File: src/rtl/axi_arb_pkg.sv
// Shared types and constants for the two-master AXI4 memory arbiter.
package axi_arb_pkg;

    localparam int ID_W_DEF   = 5;
    localparam int ADDR_W_DEF = 32;
    localparam int DATA_W_DEF = 64;

    // Source tag prepended to every downstream ID
    localparam logic SRC_M0 = 1'b0;
    localparam logic SRC_M1 = 1'b1;

    typedef enum logic {
        AR_IDLE,
        AR_GRANT
    } ar_state_t;

    typedef enum logic [1:0] {
        AW_IDLE,
        AW_ADDR,
        W_DATA
    } aw_state_t;

endpackage

File: src/rtl/rr_arb2.sv
// Two-way round-robin picker. The pointer remembers the last master that
// completed an address handshake; on a tie the other master wins.
module rr_arb2 (
    input  logic       clk,
    input  logic       reset,
    input  logic [1:0] req,
    input  logic       update,
    output logic       grant
);

    logic last;

    assign grant = (req == 2'b11) ? ~last : req[1];

    // Pointer starts at master 1 so master 0 wins the first tie
    always_ff @(posedge clk or posedge reset) begin
        if (reset) begin
            last <= 1'b1;
        end else if (update) begin
            last <= grant;
        end
    end

endmodule

File: src/rtl/axi4_mem_arbiter.sv
// Shares one downstream AXI4 memory port between two upstream masters.
// AR and AW/W are arbitrated independently; R and B are routed back by
// the source bit prepended to the downstream ID.
//
// state     | meaning
// ----------|--------------------------------------------------------
// AR_IDLE   | no read grant; pick a requester, register it
// AR_GRANT  | granted AR passes through until the m_ar handshake
// AW_IDLE   | no write grant; pick a requester, register it
// AW_ADDR   | granted AW passes through until the m_aw handshake
// W_DATA    | granted W passes through until the wlast handshake
module axi4_mem_arbiter
    import axi_arb_pkg::*;
#(
    parameter int ID_W   = ID_W_DEF,
    parameter int ADDR_W = ADDR_W_DEF,
    parameter int DATA_W = DATA_W_DEF
) (
    input  logic                clk,
    input  logic                reset,
    // master 0 read address
    input  logic [ID_W-1:0]     s0_arid,
    input  logic [ADDR_W-1:0]   s0_araddr,
    input  logic [7:0]          s0_arlen,
    input  logic [2:0]          s0_arsize,
    input  logic [1:0]          s0_arburst,
    input  logic                s0_arlock,
    input  logic [3:0]          s0_arcache,
    input  logic [2:0]          s0_arprot,
    input  logic [3:0]          s0_arqos,
    input  logic                s0_arvalid,
    output logic                s0_arready,
    // master 0 write address
    input  logic [ID_W-1:0]     s0_awid,
    input  logic [ADDR_W-1:0]   s0_awaddr,
    input  logic [7:0]          s0_awlen,
    input  logic [2:0]          s0_awsize,
    input  logic [1:0]          s0_awburst,
    input  logic                s0_awlock,
    input  logic [3:0]          s0_awcache,
    input  logic [2:0]          s0_awprot,
    input  logic [3:0]          s0_awqos,
    input  logic                s0_awvalid,
    output logic                s0_awready,
    // master 0 write data
    input  logic [DATA_W-1:0]   s0_wdata,
    input  logic [DATA_W/8-1:0] s0_wstrb,
    input  logic                s0_wlast,
    input  logic                s0_wvalid,
    output logic                s0_wready,
    // master 0 write response
    output logic [ID_W-1:0]     s0_bid,
    output logic [1:0]          s0_bresp,
    output logic                s0_bvalid,
    input  logic                s0_bready,
    // master 0 read data
    output logic [ID_W-1:0]     s0_rid,
    output logic [DATA_W-1:0]   s0_rdata,
    output logic [1:0]          s0_rresp,
    output logic                s0_rlast,
    output logic                s0_rvalid,
    input  logic                s0_rready,
    // master 1 read address
    input  logic [ID_W-1:0]     s1_arid,
    input  logic [ADDR_W-1:0]   s1_araddr,
    input  logic [7:0]          s1_arlen,
    input  logic [2:0]          s1_arsize,
    input  logic [1:0]          s1_arburst,
    input  logic                s1_arlock,
    input  logic [3:0]          s1_arcache,
    input  logic [2:0]          s1_arprot,
    input  logic [3:0]          s1_arqos,
    input  logic                s1_arvalid,
    output logic                s1_arready,
    // master 1 write address
    input  logic [ID_W-1:0]     s1_awid,
    input  logic [ADDR_W-1:0]   s1_awaddr,
    input  logic [7:0]          s1_awlen,
    input  logic [2:0]          s1_awsize,
    input  logic [1:0]          s1_awburst,
    input  logic                s1_awlock,
    input  logic [3:0]          s1_awcache,
    input  logic [2:0]          s1_awprot,
    input  logic [3:0]          s1_awqos,
    input  logic                s1_awvalid,
    output logic                s1_awready,
    // master 1 write data
    input  logic [DATA_W-1:0]   s1_wdata,
    input  logic [DATA_W/8-1:0] s1_wstrb,
    input  logic                s1_wlast,
    input  logic                s1_wvalid,
    output logic                s1_wready,
    // master 1 write response
    output logic [ID_W-1:0]     s1_bid,
    output logic [1:0]          s1_bresp,
    output logic                s1_bvalid,
    input  logic                s1_bready,
    // master 1 read data
    output logic [ID_W-1:0]     s1_rid,
    output logic [DATA_W-1:0]   s1_rdata,
    output logic [1:0]          s1_rresp,
    output logic                s1_rlast,
    output logic                s1_rvalid,
    input  logic                s1_rready,
    // downstream read address
    output logic [ID_W:0]       m_arid,
    output logic [ADDR_W-1:0]   m_araddr,
    output logic [7:0]          m_arlen,
    output logic [2:0]          m_arsize,
    output logic [1:0]          m_arburst,
    output logic                m_arlock,
    output logic [3:0]          m_arcache,
    output logic [2:0]          m_arprot,
    output logic [3:0]          m_arqos,
    output logic                m_arvalid,
    input  logic                m_arready,
    // downstream write address
    output logic [ID_W:0]       m_awid,
    output logic [ADDR_W-1:0]   m_awaddr,
    output logic [7:0]          m_awlen,
    output logic [2:0]          m_awsize,
    output logic [1:0]          m_awburst,
    output logic                m_awlock,
    output logic [3:0]          m_awcache,
    output logic [2:0]          m_awprot,
    output logic [3:0]          m_awqos,
    output logic                m_awvalid,
    input  logic                m_awready,
    // downstream write data
    output logic [DATA_W-1:0]   m_wdata,
    output logic [DATA_W/8-1:0] m_wstrb,
    output logic                m_wlast,
    output logic                m_wvalid,
    input  logic                m_wready,
    // downstream write response
    input  logic [ID_W:0]       m_bid,
    input  logic [1:0]          m_bresp,
    input  logic                m_bvalid,
    output logic                m_bready,
    // downstream read data
    input  logic [ID_W:0]       m_rid,
    input  logic [DATA_W-1:0]   m_rdata,
    input  logic [1:0]          m_rresp,
    input  logic                m_rlast,
    input  logic                m_rvalid,
    output logic                m_rready
);

    ar_state_t  ar_state;
    aw_state_t  aw_state;
    logic       ar_sel;
    logic       aw_sel;
    logic [1:0] ar_req;
    logic [1:0] aw_req;
    logic       ar_pick;
    logic       aw_pick;
    logic       ar_hs;
    logic       aw_hs;
    logic       w_last_hs;
    logic       ar_on;
    logic       aw_on;
    logic       w_on;
    logic       r_dst;
    logic       b_dst;

    assign ar_on = (ar_state == AR_GRANT);
    assign aw_on = (aw_state == AW_ADDR);
    assign w_on  = (aw_state == W_DATA);

    // While granted, the picker only sees the held grant, so the pointer
    // update on the handshake records the master that actually completed.
    assign ar_req = (ar_state == AR_IDLE) ? {s1_arvalid, s0_arvalid} : {ar_sel, ~ar_sel};
    assign aw_req = (aw_state == AW_IDLE) ? {s1_awvalid, s0_awvalid} : {aw_sel, ~aw_sel};

    assign ar_hs     = m_arvalid & m_arready;
    assign aw_hs     = m_awvalid & m_awready;
    assign w_last_hs = m_wvalid & m_wready & m_wlast;

    rr_arb2 u_ar_arb (
        .clk    (clk),
        .reset  (reset),
        .req    (ar_req),
        .update (ar_hs),
        .grant  (ar_pick)
    );

    rr_arb2 u_aw_arb (
        .clk    (clk),
        .reset  (reset),
        .req    (aw_req),
        .update (aw_hs),
        .grant  (aw_pick)
    );

    // Read address FSM: register the grant in IDLE, hold it until handshake
    always_ff @(posedge clk or posedge reset) begin
        if (reset) begin
            ar_state <= AR_IDLE;
            ar_sel   <= SRC_M0;
        end else begin
            case (ar_state)
                AR_IDLE: begin
                    if (|ar_req) begin
                        ar_sel   <= ar_pick;
                        ar_state <= AR_GRANT;
                    end
                end
                AR_GRANT: begin
                    if (ar_hs) begin
                        ar_state <= AR_IDLE;
                    end
                end
                default: ar_state <= AR_IDLE;
            endcase
        end
    end

    // Write FSM: address phase then data phase, locked to one master until wlast
    always_ff @(posedge clk or posedge reset) begin
        if (reset) begin
            aw_state <= AW_IDLE;
            aw_sel   <= SRC_M0;
        end else begin
            case (aw_state)
                AW_IDLE: begin
                    if (|aw_req) begin
                        aw_sel   <= aw_pick;
                        aw_state <= AW_ADDR;
                    end
                end
                AW_ADDR: begin
                    if (aw_hs) begin
                        aw_state <= W_DATA;
                    end
                end
                W_DATA: begin
                    if (w_last_hs) begin
                        aw_state <= AW_IDLE;
                    end
                end
                default: aw_state <= AW_IDLE;
            endcase
        end
    end

    assign m_arid     = {ar_sel, (ar_sel ? s1_arid : s0_arid)};
    assign m_araddr   = ar_sel ? s1_araddr  : s0_araddr;
    assign m_arlen    = ar_sel ? s1_arlen   : s0_arlen;
    assign m_arsize   = ar_sel ? s1_arsize  : s0_arsize;
    assign m_arburst  = ar_sel ? s1_arburst : s0_arburst;
    assign m_arlock   = ar_sel ? s1_arlock  : s0_arlock;
    assign m_arcache  = ar_sel ? s1_arcache : s0_arcache;
    assign m_arprot   = ar_sel ? s1_arprot  : s0_arprot;
    assign m_arqos    = ar_sel ? s1_arqos   : s0_arqos;
    assign m_arvalid  = ar_on & (ar_sel ? s1_arvalid : s0_arvalid);
    assign s0_arready = ar_on & (ar_sel == SRC_M0) & m_arready;
    assign s1_arready = ar_on & (ar_sel == SRC_M1) & m_arready;

    assign m_awid     = {aw_sel, (aw_sel ? s1_awid : s0_awid)};
    assign m_awaddr   = aw_sel ? s1_awaddr  : s0_awaddr;
    assign m_awlen    = aw_sel ? s1_awlen   : s0_awlen;
    assign m_awsize   = aw_sel ? s1_awsize  : s0_awsize;
    assign m_awburst  = aw_sel ? s1_awburst : s0_awburst;
    assign m_awlock   = aw_sel ? s1_awlock  : s0_awlock;
    assign m_awcache  = aw_sel ? s1_awcache : s0_awcache;
    assign m_awprot   = aw_sel ? s1_awprot  : s0_awprot;
    assign m_awqos    = aw_sel ? s1_awqos   : s0_awqos;
    assign m_awvalid  = aw_on & (aw_sel ? s1_awvalid : s0_awvalid);
    assign s0_awready = aw_on & (aw_sel == SRC_M0) & m_awready;
    assign s1_awready = aw_on & (aw_sel == SRC_M1) & m_awready;

    // Early W beats stall here until the matching AW has been accepted
    assign m_wdata   = aw_sel ? s1_wdata : s0_wdata;
    assign m_wstrb   = aw_sel ? s1_wstrb : s0_wstrb;
    assign m_wlast   = aw_sel ? s1_wlast : s0_wlast;
    assign m_wvalid  = w_on & (aw_sel ? s1_wvalid : s0_wvalid);
    assign s0_wready = w_on & (aw_sel == SRC_M0) & m_wready;
    assign s1_wready = w_on & (aw_sel == SRC_M1) & m_wready;

    // Responses: route by the tag bit; ready is qualified by valid so the
    // downstream ready is low whenever no response is offered (incl. reset).
    assign r_dst     = m_rid[ID_W];
    assign s0_rid    = m_rid[ID_W-1:0];
    assign s1_rid    = m_rid[ID_W-1:0];
    assign s0_rdata  = m_rdata;
    assign s1_rdata  = m_rdata;
    assign s0_rresp  = m_rresp;
    assign s1_rresp  = m_rresp;
    assign s0_rlast  = m_rlast;
    assign s1_rlast  = m_rlast;
    assign s0_rvalid = m_rvalid & (r_dst == SRC_M0);
    assign s1_rvalid = m_rvalid & (r_dst == SRC_M1);
    assign m_rready  = m_rvalid & (r_dst ? s1_rready : s0_rready);

    assign b_dst     = m_bid[ID_W];
    assign s0_bid    = m_bid[ID_W-1:0];
    assign s1_bid    = m_bid[ID_W-1:0];
    assign s0_bresp  = m_bresp;
    assign s1_bresp  = m_bresp;
    assign s0_bvalid = m_bvalid & (b_dst == SRC_M0);
    assign s1_bvalid = m_bvalid & (b_dst == SRC_M1);
    assign m_bready  = m_bvalid & (b_dst ? s1_bready : s0_bready);

endmodule

File: config.mk
export PLATFORM = sky130hd
export DESIGN_NAME = axi4_mem_arbiter
export DESIGN_NICKNAME = d
export VERILOG_FILES = /design/src/rtl/axi_arb_pkg.sv /design/src/rtl/rr_arb2.sv /design/src/rtl/axi4_mem_arbiter.sv
export SDC_FILE = /design/constraint.sdc
export NUM_CORES = 1
export LEC_CHECK = 0
export ABC_AREA = 1
export CAP_MARGIN = 20
export CORE_AREA = 2 2 341 343
export DETAILED_ROUTE_END_ITERATION = 8
export DIE_AREA = 0 0 343 345
export SYNTH_ARGS = -nofsm -noshare
export SYNTH_HDL_FRONTEND = slang
export SYNTH_HIERARCHICAL = 1
export SYNTH_SLANG_ARGS = --single-unit
File: constraint.sdc
create_clock -name clk -period 1.84 [get_ports clk]
set_input_delay 0.552 -clock clk [delete_from_list [all_inputs] [get_ports clk]]
set_output_delay 0.552 -clock clk [all_outputs]
set_load 0.02 [all_outputs]
# After elaboration in Yosys (flattened, before gate mapping)
# Index checks and enable logic that the tools add are counted.
[totals]
inputBits = 492
output_inout_bits = 372
word_cells = 88
reg_bits = 7
[op_classes]
n_reduce_logical = 6
eq_ne = 7
n_bitwise = 32
n_mux = 37
[op_table]
columns = ["operator", "n"]
rows = [
  ["$mux 32", 2],
  ["$mux 64", 1],
  ["$and 1x1->1", 25],
  ["$mux 8", 3],
  ["$mux 4", 4],
  ["$mux 2", 7],
  ["$mux 1", 12],
  ["$mux 3", 4],
  ["$mux 5", 2],
  ["$not 1->1", 7],
  ["$eq 2x2->1 const B", 3],
  ["$pmux 2 s3", 1],
  ["$ne 2x2->1 const B", 2],
  ["$reduce_and 2->1", 2],
  ["$reduce_or 2->1", 2],
  ["$reduce_and 3->1", 1],
  ["$eq 2x1->1 const B", 1],
  ["$logic_not 2->1", 1],
  ["$ne 2x1->1 const B", 1],
  ["$pmux 1 s2", 1],
]

# Logic depth before layout (Yosys ltp)
[logic_depth]
ltp_word = 6
mapped_depth = 9
depth_no_buf = 8

# Cells and area by module
# Netlist, hierarchy kept.
[by_module_without_submodules]
columns = ["module", "area_each_um2", "cells_per_inst", "n_inst", "seq_area_each_um2"]
rows = [
  ["axi4_mem_arbiter", 4239.1, 869, 1, 125.1],
  ["rr_arb2", 56.3, 8, 2, 26.3],
]

# Worst setup path after synthesis
# Ideal clock, no wire load.
[synth_path]
path_kind = "in2out"
startpoint = "input m_bvalid"
endpoint = "output m_bready"
path_buffers = 0
path_slack_ns = 0.097
cell_stages = 3
t_required_ns = 1.288
t_arrival_ns = 1.191
cell_sequence = "inv_1 nor2_1 a22o_1"
[synth_between]
elab_chain_cells = 1
[synth_lines]
columns = ["item", "line_no", "rtl"]
rows = [
  ["from (decl)", "axi4_mem_arbiter.sv:138", "input logic m_bvalid,"],
  ["$and 1x1->1", "axi4_mem_arbiter.sv:302", "assign m_bready = m_bvalid & (b_dst ? s1_bready : s0_bready);"],
  ["to (decl)", "axi4_mem_arbiter.sv:139", "output logic m_bready,"],
]
# Every way passes these cells.

# Worst setup path in the final report
[layout_path]
startpoint = "register aw_sel"
endpoint = "output m_awvalid"
[layout_between]
elab_chain_cells = 2
[layout_lines]
columns = ["item", "line_no", "rtl"]
rows = [
  ["from (decl)", "axi4_mem_arbiter.sv:152", "logic aw_sel;"],
  ["from (signal assigned)", "axi4_mem_arbiter.sv:227", "aw_sel <= aw_pick;"],
  ["$mux 1", "axi4_mem_arbiter.sv:268", "assign m_awvalid = aw_on & (aw_sel ? s1_awvalid : s0_awvalid);"],
  ["$and 1x1->1", "axi4_mem_arbiter.sv:268", ""],
  ["to (decl)", "axi4_mem_arbiter.sv:127", "output logic m_awvalid,"],
]
# Every way passes these cells.

==> results <==
- Setup violations remaining at the end of the flow were counted as ~200.
- The highest achievable clock rate is 0.457 GHz.
- The run finished, with violations left.
- The clock tree from TritonCTS is done.
- The first global-routing pass estimated around 90 mm of wire.
- Of the total power, registers draw 0.017.
- The Yosys step of the flow raised 6 warnings.
- The final count of pins violating max slew is 0.
- The die covers around 120000 um^2.
- The residual antenna-violating net count after detailed routing is 0.
- The post-route minimum period is around 2.2 ns.
- The worst hold path class is flop to flop.
- Counting the fill cells in the layout gives about 13000.
- The first-pass iteration count of the detailed router is 4.
- Of the total power, combinational logic draws 0.964.
- The maximum cell stage delay along the critical path is roughly 0.55 ns.
- In the synthesized netlist the dominant register cell turns out to be dfrtp_1.
- The initial antenna violation count came to between 70 and 80.
- The critical path goes through buf_6, buf_12, nand2_4, a21oi_4, buf_6, buf_12.
- STA classifies the critical path startpoint as a flop.
- The number of global-route vias before repair was around 7700.
- The number of buffers inserted by port buffering is ~630.
- In this run, placement finished with an instance count of roughly 2900.
- The total nets after synthesis is roughly 1400.
- The number of clock buffers added by TritonCTS is 3.
- IR analysis of the VDD net gives a maximum drop of about 0.89 mV.
- The combined global-route utilization of all metal layers is 0.122.
- For this configuration, the core starts out at a cell density of 0.0378.
- The start-to-end type of the worst setup path is flop to output pin.
- The placeable core region is about 120000 um^2.
- The number of max-capacitance violations reported is 0.
- The design draws 21.9 mW.
- The post-synthesis cell area is approximately 4400 um^2.
- Compared with the post-synthesis result, the final layout area differs by 262%.
- The cell-internal power is 11.0 mW.
- The number of endpoints with negative hold slack in the final report came to 0.
- The detailed-route wire length per cell is between 20 and 30 um.
- Of the available clock period, the critical path in the final layout requires 1.19.
- The checks that failed: negative setup slack.
- roughly 860 I/O pins were placed.
- The number of clock sinks is 7.
- The highest fanout seen on the critical path is 6.
- Dividing the detail-routed via count by the number of cells gives between 2 and 3.
- At the end of routability-driven placement, the weighted congestion stood at 0.823.
- Clock-pin slew was measured on the worst setup and hold paths at about 0.040 ns.
- The HPWL after detailed placement is 68.1 mm.
- The critical path contains buffers and inverters numbering 4 combined.
- The global-route congestion overflow total is 0.
- The portion of total power attributed to the clock network is 0.018.
- The final-layout worst hold slack is between 0.4 and 0.5 ns.
- In this run the core area contains approximately 130 standard-cell rows.
- The share of synthesized flip-flops with an asynchronous set or reset is 1.00.
- The vertical extent of the die is roughly 350 um.
- The netlist uses 20 different library cells.
- Between clock sinks in the finished design, the worst skew comes to approximately 0.00026 ns.
- The flip-flop and latch count after synthesis is 7.
- For this run, the register share of the synthesized area comes to 0.0408.
- The gate family responsible for the most delay along the worst path is buffers and inverters.
- Buffers inserted to repair hold after CTS numbered 0.
- Summed over all nets, the switching power comes to between 10 and 15 mW.
- For this block, the via count after detailed routing is between 8000 and 9000.
- The master of the slowest instance on the critical path is dfrtp_4.
- CTS placed an instance of clkbuf_16 at the clock tree root.
- In this run the static leakage power is 7.15 nW.
- The placed instances occupy a cell area of roughly 12000 um^2.
- The worst setup path is captured at an output pin.
- The later pin in the worst-skew pair is clocked with a latency of around 0.24 ns.
- The maximum buffer depth of the clock tree is 2.
- The final layout contains routed wiring with a total length of 79.0 mm.
- The floorplan step set the die width to 343 um.
- At the worst endpoint, the required time is between 1 and 1.5 ns.
- The number of instances in the synthesized netlist is between 800 and 900.
- The post-layout net count is a little under 2000.
- Of the total power, the share spent switching nets is 0.498.
- The synthesized area per cell is 4.92 um^2.
- The number of standard cells in the final layout excluding fillers is roughly 3000.
- The fraction of layout instances using a drive strength above 1 is 0.507.
- The first routing iteration left roughly 220 violations.
- Setup repair after global routing could not meet its margin everywhere.
- The cell area after layout is ~16000 um^2.
- The post-detailed-route DRC marker count is 0.
- The slew at the pin with the worst max-slew slack is 0.358 ns.
- The total power per unit cell area is between 1000 and 1500 nW/um^2.
- For the final routed database, the setup TNS stands at -45.41 ns.
- The worst pin sits at a relative slew slack of 0.761.
- The synthesized design contains 0 enable-type register cells.
- Data on the critical path arrives at its endpoint at around 1.6 ns.
- The H-tree depth reported by CTS is 1.
- The pin count of the biggest net entering global routing is 29.
- The worst setup margin is -0.347 ns.
==> cell usage after synthesis, types with 3 or more instances <==
library cell,number,area share
and2_1,3,0.0043
inv_1,22,0.019
dfrtp_1,5,0.029
nand2_1,613,0.53
o21ai_0,5,0.0057
nor2_1,11,0.0095
clkbuf_1,5,0.0043
nor3_1,4,0.0046
buf_4,178,0.31
buf_6,20,0.052
nand3_1,5,0.0057
==> logic make-up (layout without fill, tap and decap cells) <==
| group | Yosys count | in the layout | share of synthesized area |
|---|---|---|---|
| simple gates | 636 | 636 | 0.553 |
| buf+inv | 229 | 790 | 0.387 |
| compound gates | 13 | 13 | 0.0196 |
| flops | 7 | 7 | 0.0408 |
| other cells | 0 | 13 | 0 |
==> routing by layer <==
layer	track usage	wire, um
met3	0.0814	12400
met1	0.138	29700
met4	0.0131	2370
met5	0	27
met2	0.195	34600
==> area by class of cell <==
class | count | area, um^2 | share of cell area
Antenna cell | 13 | 32.5 | 0.00207
Clock buffer | 4 | 78.8 | 0.00501
Inverter | 24 | 110 | 0.00700
Multi-Input combinational cell | 649 | 4320 | 0.275
Sequential cell | 7 | 183 | 0.0116
Tap cell | 1524 | 1910 | 0.121
Timing Repair Buffer | 760 | 9080 | 0.577
Timing Repair inverter | 2 | 20.0 | 0.00127
==> path summary, 6_finish.rpt <==
check,end,slack (ns),cells after the start,start
min in group asynchronous,ar_on,0.65,2,reset
setup reg to reg,u_ar_arb/last,0.11,13,ar_sel
hold reg to reg,u_ar_arb/last,0.47,2,u_ar_arb/last
max in group asynchronous,aw_sel,0.89,2,reset
hold / removal,u_ar_arb/last,0.47,2,u_ar_arb/last
setup / recovery,m_awvalid,-0.35,6,aw_sel
==> layout by cell type (no fill, tap or decap), types with 2 or more instances in the layout <==
cell | Yosys | routed
clkdlybuf4s50_1 | 0 | 382
nand2_1 | 613 | 254
nand2_2 | 0 | 202
buf_6 | 20 | 171
nand2_4 | 0 | 153
buf_12 | 0 | 82
buf_4 | 178 | 44
inv_1 | 22 | 20
clkbuf_16 | 0 | 18
dlymetal6s2s_1 | 0 | 15
buf_16 | 0 | 14
dlygate4sd2_1 | 0 | 14
diode_2 | 0 | 13
buf_8 | 0 | 13
o21ai_0 | 5 | 5
nor2_1 | 11 | 4
nand3_1 | 5 | 4
nand2_8 | 0 | 4
nor2_4 | 0 | 4
clkdlybuf4s15_1 | 0 | 4
nor2_2 | 0 | 3
nor3_4 | 0 | 3
dfrtp_1 | 5 | 3
buf_2 | 2 | 3
inv_8 | 0 | 2
o21bai_1 | 2 | 2
inv_2 | 1 | 2
a22o_1 | 2 | 2
clkbuf_2 | 0 | 2
and2_1 | 3 | 2
dfstp_2 | 2 | 2
==> tightest hold or removal path, cell delays in order, from the launching register on <==
cell and delay [ns]:
dfstp_2 0.36, nand2_1 0.06, nand2_1 0.05
==> registers in the layout, indices dropped and copies added, names as in the netlist <==
name           count
aw_state           2
ar_on              1
ar_sel             1
aw_sel             1
u_ar_arb/last      1
u_aw_arb/last      1
==> power groups by stage <==
stage | sequential (mW) | combinational (mW) | clock [mW]
after global routing | 0.403 | 22.2 | 0.425
after detailed placement | 0.353 | 13.7 | 0
after floorplan | 0.286 | 6.39 | 0
final | 0.383 | 21.1 | 0.399
after CTS | 0.390 | 17.5 | 0.414
after global placement | 0.349 | 13.7 | 0
==> through the flow <==
| step | worst slack (ns) | utilization |
|---|---|---|
| 5_1_grt | -0.397 | 0.137 |
| 3_5_place_dp | -0.708 | 0.103 |
| 3_3_place_gp | -0.721 | 0.103 |
| 6_report | -0.347 | 0.137 |
| 4_1_cts | -0.379 | 0.117 |
| 2_1_floorplan | 0.0972 | - |
==> timing repair <==
action / CTS / global route
buffers inserted: 34 / 34
pin swaps: 44 / 86
resized for setup: 865 / 650
setup endpoints to repair: 214 / 212
gates cloned: 20 / 17
No activity file was read; power rests on OpenSTA's default activity.
